## src/rtl/usr_pkg.sv

```systemverilog
// rtl/usr_pkg.sv - shared encodings for the universal shift register
// Purpose: operation-select (mode) encodings and FSM state encodings
//          used by univ_shift_reg and usr_shifter.
// Ports:   none (package).
package usr_pkg;

  typedef enum logic [2:0] {
    MODE_HOLD  = 3'b000,
    MODE_LOAD  = 3'b001,
    MODE_SHL   = 3'b010,
    MODE_SHR   = 3'b011,
    MODE_SAR   = 3'b100,
    MODE_ROL   = 3'b101,
    MODE_ROR   = 3'b110,
    MODE_HOLD2 = 3'b111
  } usr_mode_e;

  typedef enum logic [1:0] {
    ST_IDLE  = 2'b00,
    ST_BURST = 2'b01,
    ST_DONE  = 2'b10
  } usr_state_e;

endpackage

```

## src/rtl/usr_shifter.sv

```systemverilog
// rtl/usr_shifter.sv - combinational shift/rotate datapath
// Purpose: computes the next register value for the shift/rotate modes.
//          HOLD, LOAD and the spare encoding return q unchanged (LOAD is
//          resolved in the top, which owns d_in).
// Ports:   q      - current register contents
//          mode   - operation select
//          amt    - shift/rotate distance
//          ser_in - fill bit for logical shifts
//          q_next - resulting value
module usr_shifter
  import usr_pkg::*;
#(
  parameter int N  = 8,
  parameter int AW = $clog2(N)
) (
  input  logic [N-1:0]  q,
  input  logic [2:0]    mode,
  input  logic [AW-1:0] amt,
  input  logic          ser_in,
  output logic [N-1:0]  q_next
);

  localparam logic [AW:0] N_W = (AW+1)'(N);

  logic [N-1:0]        ones;
  logic [N-1:0]        fill;
  logic [N-1:0]        shl_v;
  logic [N-1:0]        shr_v;
  logic signed [N-1:0] sar_v;
  logic [N-1:0]        rol_v;
  logic [N-1:0]        ror_v;
  logic [AW:0]         inv_amt;
  logic                amt_ok;

  always_comb begin
    ones    = '1;
    fill    = {N{ser_in}};
    // amt=0 makes inv_amt equal N, and a shift by the full width yields 0,
    // so the rotate degenerates cleanly to q.
    inv_amt = N_W - {1'b0, amt};
    // Only reachable for non-power-of-2 N: out-of-range distances hold.
    amt_ok  = ({1'b0, amt} < N_W);

    shl_v = (q << amt) | (fill & ~(ones << amt));
    shr_v = (q >> amt) | (fill & ~(ones >> amt));
    sar_v = $signed(q) >>> amt;
    rol_v = (q << amt) | (q >> inv_amt);
    ror_v = (q >> amt) | (q << inv_amt);

    q_next = q;
    if (amt_ok) begin
      case (mode)
        MODE_SHL: q_next = shl_v;
        MODE_SHR: q_next = shr_v;
        MODE_SAR: q_next = sar_v;
        MODE_ROL: q_next = rol_v;
        MODE_ROR: q_next = ror_v;
        default:  q_next = q;
      endcase
    end
  end

endmodule

```

## src/rtl/univ_shift_reg.sv

```systemverilog
// rtl/univ_shift_reg.sv - universal shift register with burst serialiser
// Purpose: N-bit register supporting load, logical/arithmetic shifts and
//          rotates by a variable distance, plus a start-triggered burst
//          that shifts the loaded word out LSB-first on ser_out.
// Ports:   clk, rst_n (async, active-low), en (clock enable),
//          mode, amt, d_in, ser_in, start  - controls and data
//          q, ser_out (=q[0]), busy (in BURST), done (in DONE)
module univ_shift_reg
  import usr_pkg::*;
#(
  parameter int N  = 8,
  parameter int AW = $clog2(N)
) (
  input  logic          clk,
  input  logic          rst_n,
  input  logic          en,
  input  logic [2:0]    mode,
  input  logic [AW-1:0] amt,
  input  logic [N-1:0]  d_in,
  input  logic          ser_in,
  input  logic          start,
  output logic [N-1:0]  q,
  output logic          ser_out,
  output logic          busy,
  output logic          done
);

  localparam int          CW       = $clog2(N+1);
  localparam logic [CW-1:0] CNT_LAST = CW'(N-1);

  usr_state_e    state_q, state_d;
  logic [N-1:0]  q_q, q_d;
  logic [CW-1:0] cnt_q, cnt_d;
  logic [N-1:0]  shift_q;

  usr_shifter #(.N(N), .AW(AW)) u_shifter (
    .q      (q_q),
    .mode   (mode),
    .amt    (amt),
    .ser_in (ser_in),
    .q_next (shift_q)
  );

  always_ff @(posedge clk or negedge rst_n) begin
    if (!rst_n) begin
      state_q <= ST_IDLE;
      q_q     <= '0;
      cnt_q   <= '0;
    end else begin
      state_q <= state_d;
      q_q     <= q_d;
      cnt_q   <= cnt_d;
    end
  end

  always_comb begin
    state_d = state_q;
    q_d     = q_q;
    cnt_d   = cnt_q;
    if (en) begin
      case (state_q)
        ST_IDLE: begin
          if (start) begin
            q_d     = d_in;
            cnt_d   = '0;
            state_d = ST_BURST;
          end else if (mode == MODE_LOAD) begin
            q_d = d_in;
          end else begin
            q_d = shift_q;
          end
        end
        ST_BURST: begin
          q_d = {ser_in, q_q[N-1:1]};
          // cnt_q holds the number of shifts already done; the edge that
          // sees N-1 performs the last one and the counter stops there.
          if (cnt_q == CNT_LAST) begin
            state_d = ST_DONE;
          end else begin
            cnt_d = cnt_q + CW'(1);
          end
        end
        ST_DONE: begin
          state_d = ST_IDLE;
        end
        default: begin
          state_d = ST_IDLE;
        end
      endcase
    end
  end

  // done is a decode of the state, so it naturally stretches while en=0.
  assign q       = q_q;
  assign ser_out = q_q[0];
  assign busy    = (state_q == ST_BURST);
  assign done    = (state_q == ST_DONE);

endmodule

```

## config.mk

```make
export PLATFORM = sky130hd
export DESIGN_NAME = univ_shift_reg
export DESIGN_NICKNAME = d
export VERILOG_FILES = /design/src/rtl/usr_pkg.sv /design/src/rtl/usr_shifter.sv /design/src/rtl/univ_shift_reg.sv
export SDC_FILE = /design/constraint.sdc
export NUM_CORES = 1
export LEC_CHECK = 0
export CAP_MARGIN = 20
export CORE_MARGIN = 5
export CORE_UTILIZATION = 60
export CTS_CLUSTER_DIAMETER = 50
export DETAILED_ROUTE_END_ITERATION = 8
export GPL_TIMING_DRIVEN = 1
export PLACE_DENSITY = 0.86
export RECOVER_POWER = 25
export SETUP_SLACK_MARGIN = 0.02
export SLEW_MARGIN = 20
export SYNTH_ARGS = -nofsm -noshare
export SYNTH_HDL_FRONTEND = slang
export SYNTH_SLANG_ARGS = --single-unit
```

## constraint.sdc

```tcl
create_clock -name clk -period 4.9 [get_ports clk]
set_input_delay 0.49 -clock clk [delete_from_list [all_inputs] [get_ports clk]]
set_output_delay 0.49 -clock clk [all_outputs]
set_load 0.02 [all_outputs]
```

==> metrics.md <==
| Metric | Value |
|---|---|
| Run status | complete, no violations |
| Die outline area | ~5200 um2 |
| Setup repair bufs after CTS | 0 |
| Antenna violations before repair | 0 |
| Detailed-router iteration count before antenna repair | 5 |
| Global-route total usage across every layer | roughly 31% |
| Std cell rows | 22 |
| Summed negative setup slack over all endpoints | 0 ps |
| Share of the yosys chip area belonging to registers | between 10% and 20% |
| Count of buffering cells on the critical path with inverters included | 3 |
| Peak supply drop | between 0.0002 and 0.00025 V |
| Growth of design area from synthesis to finish | 11.6% |
| Leftover overflow at the end of global routing | 0 |
| YS warnings | 0 |
| GP Congestion | between 1 and 1.5 |
| Required time of the critical path | 5020 ps |
| Layout Nets | roughly 350 |
| Number of CTS-inserted buffers | 3 |
| Total Routed Length | roughly 8100 um |
| Share of flip-flops with an asynchronous set or reset | between 90% and 100% |
| Internal Pwr Total | between 0.0005 and 0.0006 W |
| Routed len/inst | 21.9 um |
| Type of element capturing the critical path | register |
| Delay contributed by the slowest stage of the critical path | roughly 800 ps |
| Cell taking the most area after synthesis | sky130_fd_sc_hd__dfrtp_1 |
| Portion of total power attributed to sequential cells | between 20% and 30% |
| Count of final setup violators | 0 |
| CP arrival | around 3400 ps |
| Final Max Tran Viols | 0 |
| Time the final worst path needs with I/O delays and setup | between 3000 and 4000 ps |
| Max capacitance violation total | 0 |
| Clock edge transition at the registers on the reported setup and hold paths | around 70 ps |
| Clock tree from TritonCTS | built |
| Layout filler cell count | 317 |
| Category of the most critical setup path | input port to register |
| Cells along the critical path | clkdlybuf4s50_1, buf_4, inv_1, ha_1, mux4_2, a21o_1, a221oi_1, o21ai_1 |
| Sinks on Clock Net | 14 |
| Via density per instance | ~7.4 |
| # DRC | 0 |
| Share of post-route cells with drive strength above 1 | under 10% |
| Root buffer cell | sky130_fd_sc_hd__clkbuf_8 |
| Avg Synthesized Cell Area | between 7 and 8 um2 |
| Width of the chip | 72.0 um |
| Number of enable-type register cells in the synthesized netlist | 0 |
| Diodes inserted | 0 |
| Setup repair after global routing missed its margin | false |
| Switching power | roughly 0.0006 W |
| Cell types with the largest area share after synthesis | sky130_fd_sc_hd__dfrtp_1 (15%), sky130_fd_sc_hd__mux2i_1 (6.5%), sky130_fd_sc_hd__o21ai_0 (6.5%) |
| Net Sw Frac | 52.2% |
| Footprint of the multi-input gates | approximately 1800 um2 |
| Most instantiated cells after synthesis | sky130_fd_sc_hd__nand2_1 (31), sky130_fd_sc_hd__o21ai_0 (30), sky130_fd_sc_hd__nor2_1 (27) |
| Register area | approximately 350 um2 |
| Global-route wire length before repair | between 10,000 and 15,000 um |
| Largest delay contributor family on the critical path | buffers and inverters |
| Worst Skew | about 2.4 ps |
| Kind of start point of the critical path | input port |
| Max Clk Rate | slightly above 0.3 GHz |
| Most frequently used flop master after synthesis | sky130_fd_sc_hd__dfrtp_1 |
| Synthesized area | ~2300 um2 |
| Gate power share | between 60% and 70% |
| Final hold violation count | 0 |
| Number of nets with antenna violations after routing | 0 |
| Pin count of the biggest net entering global routing | 36 |
| Leading cell type by number of instances after synthesis | sky130_fd_sc_hd__nand2_1 |
| Post-cts hold buffer count | 0 |
| Count of buffers from port buffering | 29 |
| Leakage dissipation | between 0.9 and 1 nW |
| Insertion delay of the later-clocked pin in the worst-skew pair | ~250 ps |
| Number of levels in the clock H-tree | 1 |
| Cell Area, Placed | 2520 um2 |
| Actual transition at the worst max-transition pin | roughly 930 ps |
| Vias | roughly 2,700 |
| Placeable Area | around 3700 um2 |
| Post-Syn Nets | around 340 |
| Effective utilization at floorplan | roughly 63% |
| Count of instances resized after the clock tree is built | 0 |
| Worst max-slew margin expressed relative to the limit | between 30% and 40% |
| Portion of total power attributed to the clock network | roughly 9.9% |
| Final instance area | 2580 um2 |
| Library cells used by synthesis | 62 |
| Cell with the largest stage delay on the worst path | sky130_fd_sc_hd__ha_1 |
| Worst min path class | register to register |
| Number of register bits inferred by synthesis | 14 |
| Via count of the first global-routing pass | 2,424 |
| Ratio of total power to cell area | between 400 and 500 nW/um2 |
| Critical path fanouts, max | 35 |
| Vertical extent of the die | slightly above 70 um |
| Number of I/O pins | 30 |
| Detailed Route Iter0 Violations | about 540 |
| Post-route clock period utilization | slightly below 70% |
| Area share of the largest cell type after synthesis | 15.2% |
| CTS Buffer Depth | 2 |
| Synthesized instance count | ~320 |
| Half-perimeter wire length after detailed placement | between 5000 and 6000 um |
-- flip-flops by register name, summed over array words and instances, names as in the netlist --
register,flops
state_q,2
cnt_q,4
q,8
-- cells in the final DEF, fill, tap and decap left out, types with 4 or more instances in the layout --
cell                               n
sky130_fd_sc_hd__a21o_1            5
sky130_fd_sc_hd__a21oi_1          22
sky130_fd_sc_hd__a22oi_1           5
sky130_fd_sc_hd__a31oi_1           9
sky130_fd_sc_hd__clkbuf_8          4
sky130_fd_sc_hd__clkdlybuf4s50_1  28
sky130_fd_sc_hd__dfrtp_1          14
sky130_fd_sc_hd__ha_1              5
sky130_fd_sc_hd__inv_1            11
sky130_fd_sc_hd__mux2_2           13
sky130_fd_sc_hd__mux2i_1          15
sky130_fd_sc_hd__mux4_2            4
sky130_fd_sc_hd__nand2_1          31
sky130_fd_sc_hd__nand2b_1         10
sky130_fd_sc_hd__nand3_1           5
sky130_fd_sc_hd__nand3b_1          4
sky130_fd_sc_hd__nor2_1           27
sky130_fd_sc_hd__nor2b_1           4
sky130_fd_sc_hd__nor3_1           11
sky130_fd_sc_hd__o211ai_1          4
sky130_fd_sc_hd__o21ai_0          30
sky130_fd_sc_hd__o22ai_1           7
-- stage by stage --
| step | setup WS (ps) | util (%) | power (W) | instances | hold slack (ps) |
|---|---|---|---|---|---|
| after global routing | 1340 | 69.9 | 0.00122 | 371 | 565 |
| final | 1600 | 69.9 | 0.00117 | 371 | 541 |
| after global placement | 1430 | 68.4 | 0.00101 | 367 | 518 |
| after detailed placement | 1400 | 68.4 | 0.00102 | 367 | 521 |
| after floorplan | 2380 | - | 0.000773 | 318 | 194 |
| after CTS | 1660 | 69.9 | 0.00113 | 371 | 536 |
-- cells by family after synthesis --
family	share of synthesized area [%]
multiplexers	17.4
adder cells (fa/ha/maj)	2.71
flip-flops	15.2
AND/OR/NAND/NOR	22.2
AO/OA/AOI/OAI	33.6
buffers and inverters	8.88
-- worst paths after layout --
check | cells past startpoint | end | start | slack [ps]
hold reg to reg | 1 | cnt_q[1] | cnt_q[1] | 540
hold / removal | 1 | cnt_q[1] | cnt_q[1] | 540
max in group asynchronous | 1 | cnt_q[3] | rst_n | 3720
setup / recovery | 8 | q[1] | amt[0] | 1600
min in group asynchronous | 1 | state_q[0] | rst_n | 730
setup reg to reg | 5 | q[0] | state_q[0] | 2590
-- area by class of cell --
type | count | share of cell area, %
multi-input combinational | 261 | 68.1
sequential | 14 | 13.6
timing repair buffer | 32 | 12.1
tap | 48 | 2.33
clock buffer | 4 | 2.14
inverter | 12 | 1.75
-- power by group through the flow --
| stage | registers, W | logic [W] | clock network (W) |
|---|---|---|---|
| after floorplan | 0.000241 | 0.000532 | 0 |
| after detailed placement | 0.000299 | 0.000718 | 0 |
| after CTS | 0.000297 | 0.000723 | 0.000115 |
| after global placement | 0.000297 | 0.000713 | 0 |
| after global routing | 0.000315 | 0.000788 | 0.000122 |
| final | 0.000307 | 0.000749 | 0.000116 |
-- per-layer routing --
metal	part of all wire, %	GRT usage (%)	vias to the layer above
li1	-	-	1192
met1	38	44.4	1215
met2	43	45.2	286
met3	15	7.48	37
met4	4.1	12.5	0
met5	0	0	-
(Power assumes the default switching activity.)
==> variant (config.mk and constraints unchanged) <==
Re-encode `usr_state_e` (3 states) as one-hot, 3 bits wide.
--- a/src/rtl/usr_pkg.sv
+++ b/src/rtl/usr_pkg.sv
@@ -16,8 +16,8 @@
   } usr_mode_e;
 
-  typedef enum logic [1:0] {
-    ST_IDLE  = 2'b00,
-    ST_BURST = 2'b01,
-    ST_DONE  = 2'b10
+  typedef enum logic [2:0] {
+    ST_IDLE  = 3'b001,
+    ST_BURST = 3'b010,
+    ST_DONE  = 3'b100
   } usr_state_e;
 
Behaviour: same outputs for any inputs over 10 cycles, from zero or initial values and one cycle with rst_n low; not proved beyond that.
==> variant against the unedited design <==
Clock power down 14%. Wire length down 4.8%. Via count down 2.8%. Maximum frequency down 10%. Total power down 3.6%. Design area up 2.4%. Cell count down 0.27%. Sequential share of layout area up 0.67 points. Sequential cell count up 1. Setup slack worse by 0.39 ns. Synthesized cell count down 0.94%. Synthesized area up 3.2%. Critical endpoint is now q[6].
==> variant: results (changes against the unedited design) <==
Seq/Total Area, Yosys -> 15.8% (+0.63 points)
Setup Skew -> 0.00737 ns (+0.00499 ns)
Yosys cell types -> 69 (+11%)
Final GP Congestion -> 1.04 (+3.2%)
Fin nets -> 345 (-0.86%)
Hold Slack -> 0.525 ns (-0.0161 ns)
Global-route wire length before repair -> 12.4 mm (-3.0%)
Fin cells -> 370 (-0.27%)
Synthesized instance count -> 315 (-0.94%)
DP HPWL -> 5.61 mm (-4.4%)
Starting DRT DRC Count -> 491 (-9.4%)
Worst R2R Setup Slack -> 2.61 ns (+0.02 ns)
Status -> completed
Post-DP Area -> 2590 µm² (+2.8%)
Synth top area cells -> dfrtp_1, mux2i_1, o21ai_0
Slowest stage delay, CP -> 0.90 ns (+0.12 ns)
Vias/cell -> 7.17 (-2.6%)
Worst EP arrival -> 3.78 ns (+0.36 ns)
Largest net degree at the start of global routing -> 42 (+17%)
Leak -> 0.998 nW (-0.13%)
Syn. warnings -> 0 (unchanged)
Critical path fanouts, max -> 25 (-29%)
Syn Nets -> 339 (-0.88%)
P_int -> 550 µW (-1.8%)
Fillers -> 350 (+10%)
==> variant: changes by cell type in the layout (fill, tap and decap cells not counted), moves of 4 or more <==
cell,unedited run,this run
a211oi_1,2,6
a21o_1,5,1
a21oi_1,22,17
inv_1,11,7
mux2_2,13,7
mux2i_1,15,20
nor2_1,27,22
nor2b_1,4,10
o21ai_0,30,26
==> variant: worst paths after layout <==
path,cells after the start,endpoint,start
worst max-delay path,10,q[6],amt[1]
worst min-delay path,1,cnt_q[2],cnt_q[2]
worst max register to register,6,q[2],q[7]
worst min register to register,1,cnt_q[2],cnt_q[2]
max in group asynchronous,1,q[1],rst_n
min in group asynchronous,1,cnt_q[3],rst_n
==> variant: critical path: cells and delay by family <==
| kind | cells | cell delay [ns] |
|---|---|---|
| buf+inv | 3 | 0.96 |
| fa+ha+maj | 1 | 0.90 |
| compound gates | 3 | 0.78 |
| mux | 2 | 0.57 |
| simple gates | 1 | 0.07 |
==> variant: cell type report <==
class                           instances  area, µm²  area share, %
Inverter                                9       38.8           1.47
Clock buffer                            3       41.3           1.56
Sequential cell                        15        377           14.3
Timing Repair Buffer                   31        300           11.4
Tap cell                               50       62.6           2.37
Multi-Input combinational cell        261       1820           68.8
Clock inverter                          1       5.00          0.190
==> variant: routing by layer <==
layer,part of all wire [%],global-route usage (%)
met2,45,45.1
met5,0,0
met1,40,39.7
met4,4.5,13.5
met3,11,6.06
==> variant: kinds of logic after synthesis <==
group | count (synthesis) | share of synthesized area [%]
AO/OA/AOI/OAI | 112 | 32.5
AND/OR/NAND/NOR | 111 | 23.6
buffers and inverters | 39 | 8.03
multiplexers | 33 | 17.4
flip-flops | 15 | 15.8
adder cells (fa/ha/maj) | 5 | 2.62
==> variant: stage by stage <==
stage | power [mW] | setup WS, ns
floorplan | 0.775 | 2.19
global placement | 1.00 | 1.11
detailed placement | 1.01 | 1.03
CTS | 1.11 | 1.27
global route | 1.21 | 0.922
finish | 1.13 | 1.22
==> variant: power by group through the flow <==
| stage | Combinational [mW] | Sequential [mW] | Clock, mW |
|---|---|---|---|
| after floorplan | 0.524 | 0.251 | 0 |
| after global placement | 0.673 | 0.328 | 0 |
| after detailed placement | 0.677 | 0.330 | 0 |
| after CTS | 0.684 | 0.327 | 0.101 |
| after global routing | 0.749 | 0.349 | 0.110 |
| final | 0.695 | 0.335 | 0.100 |
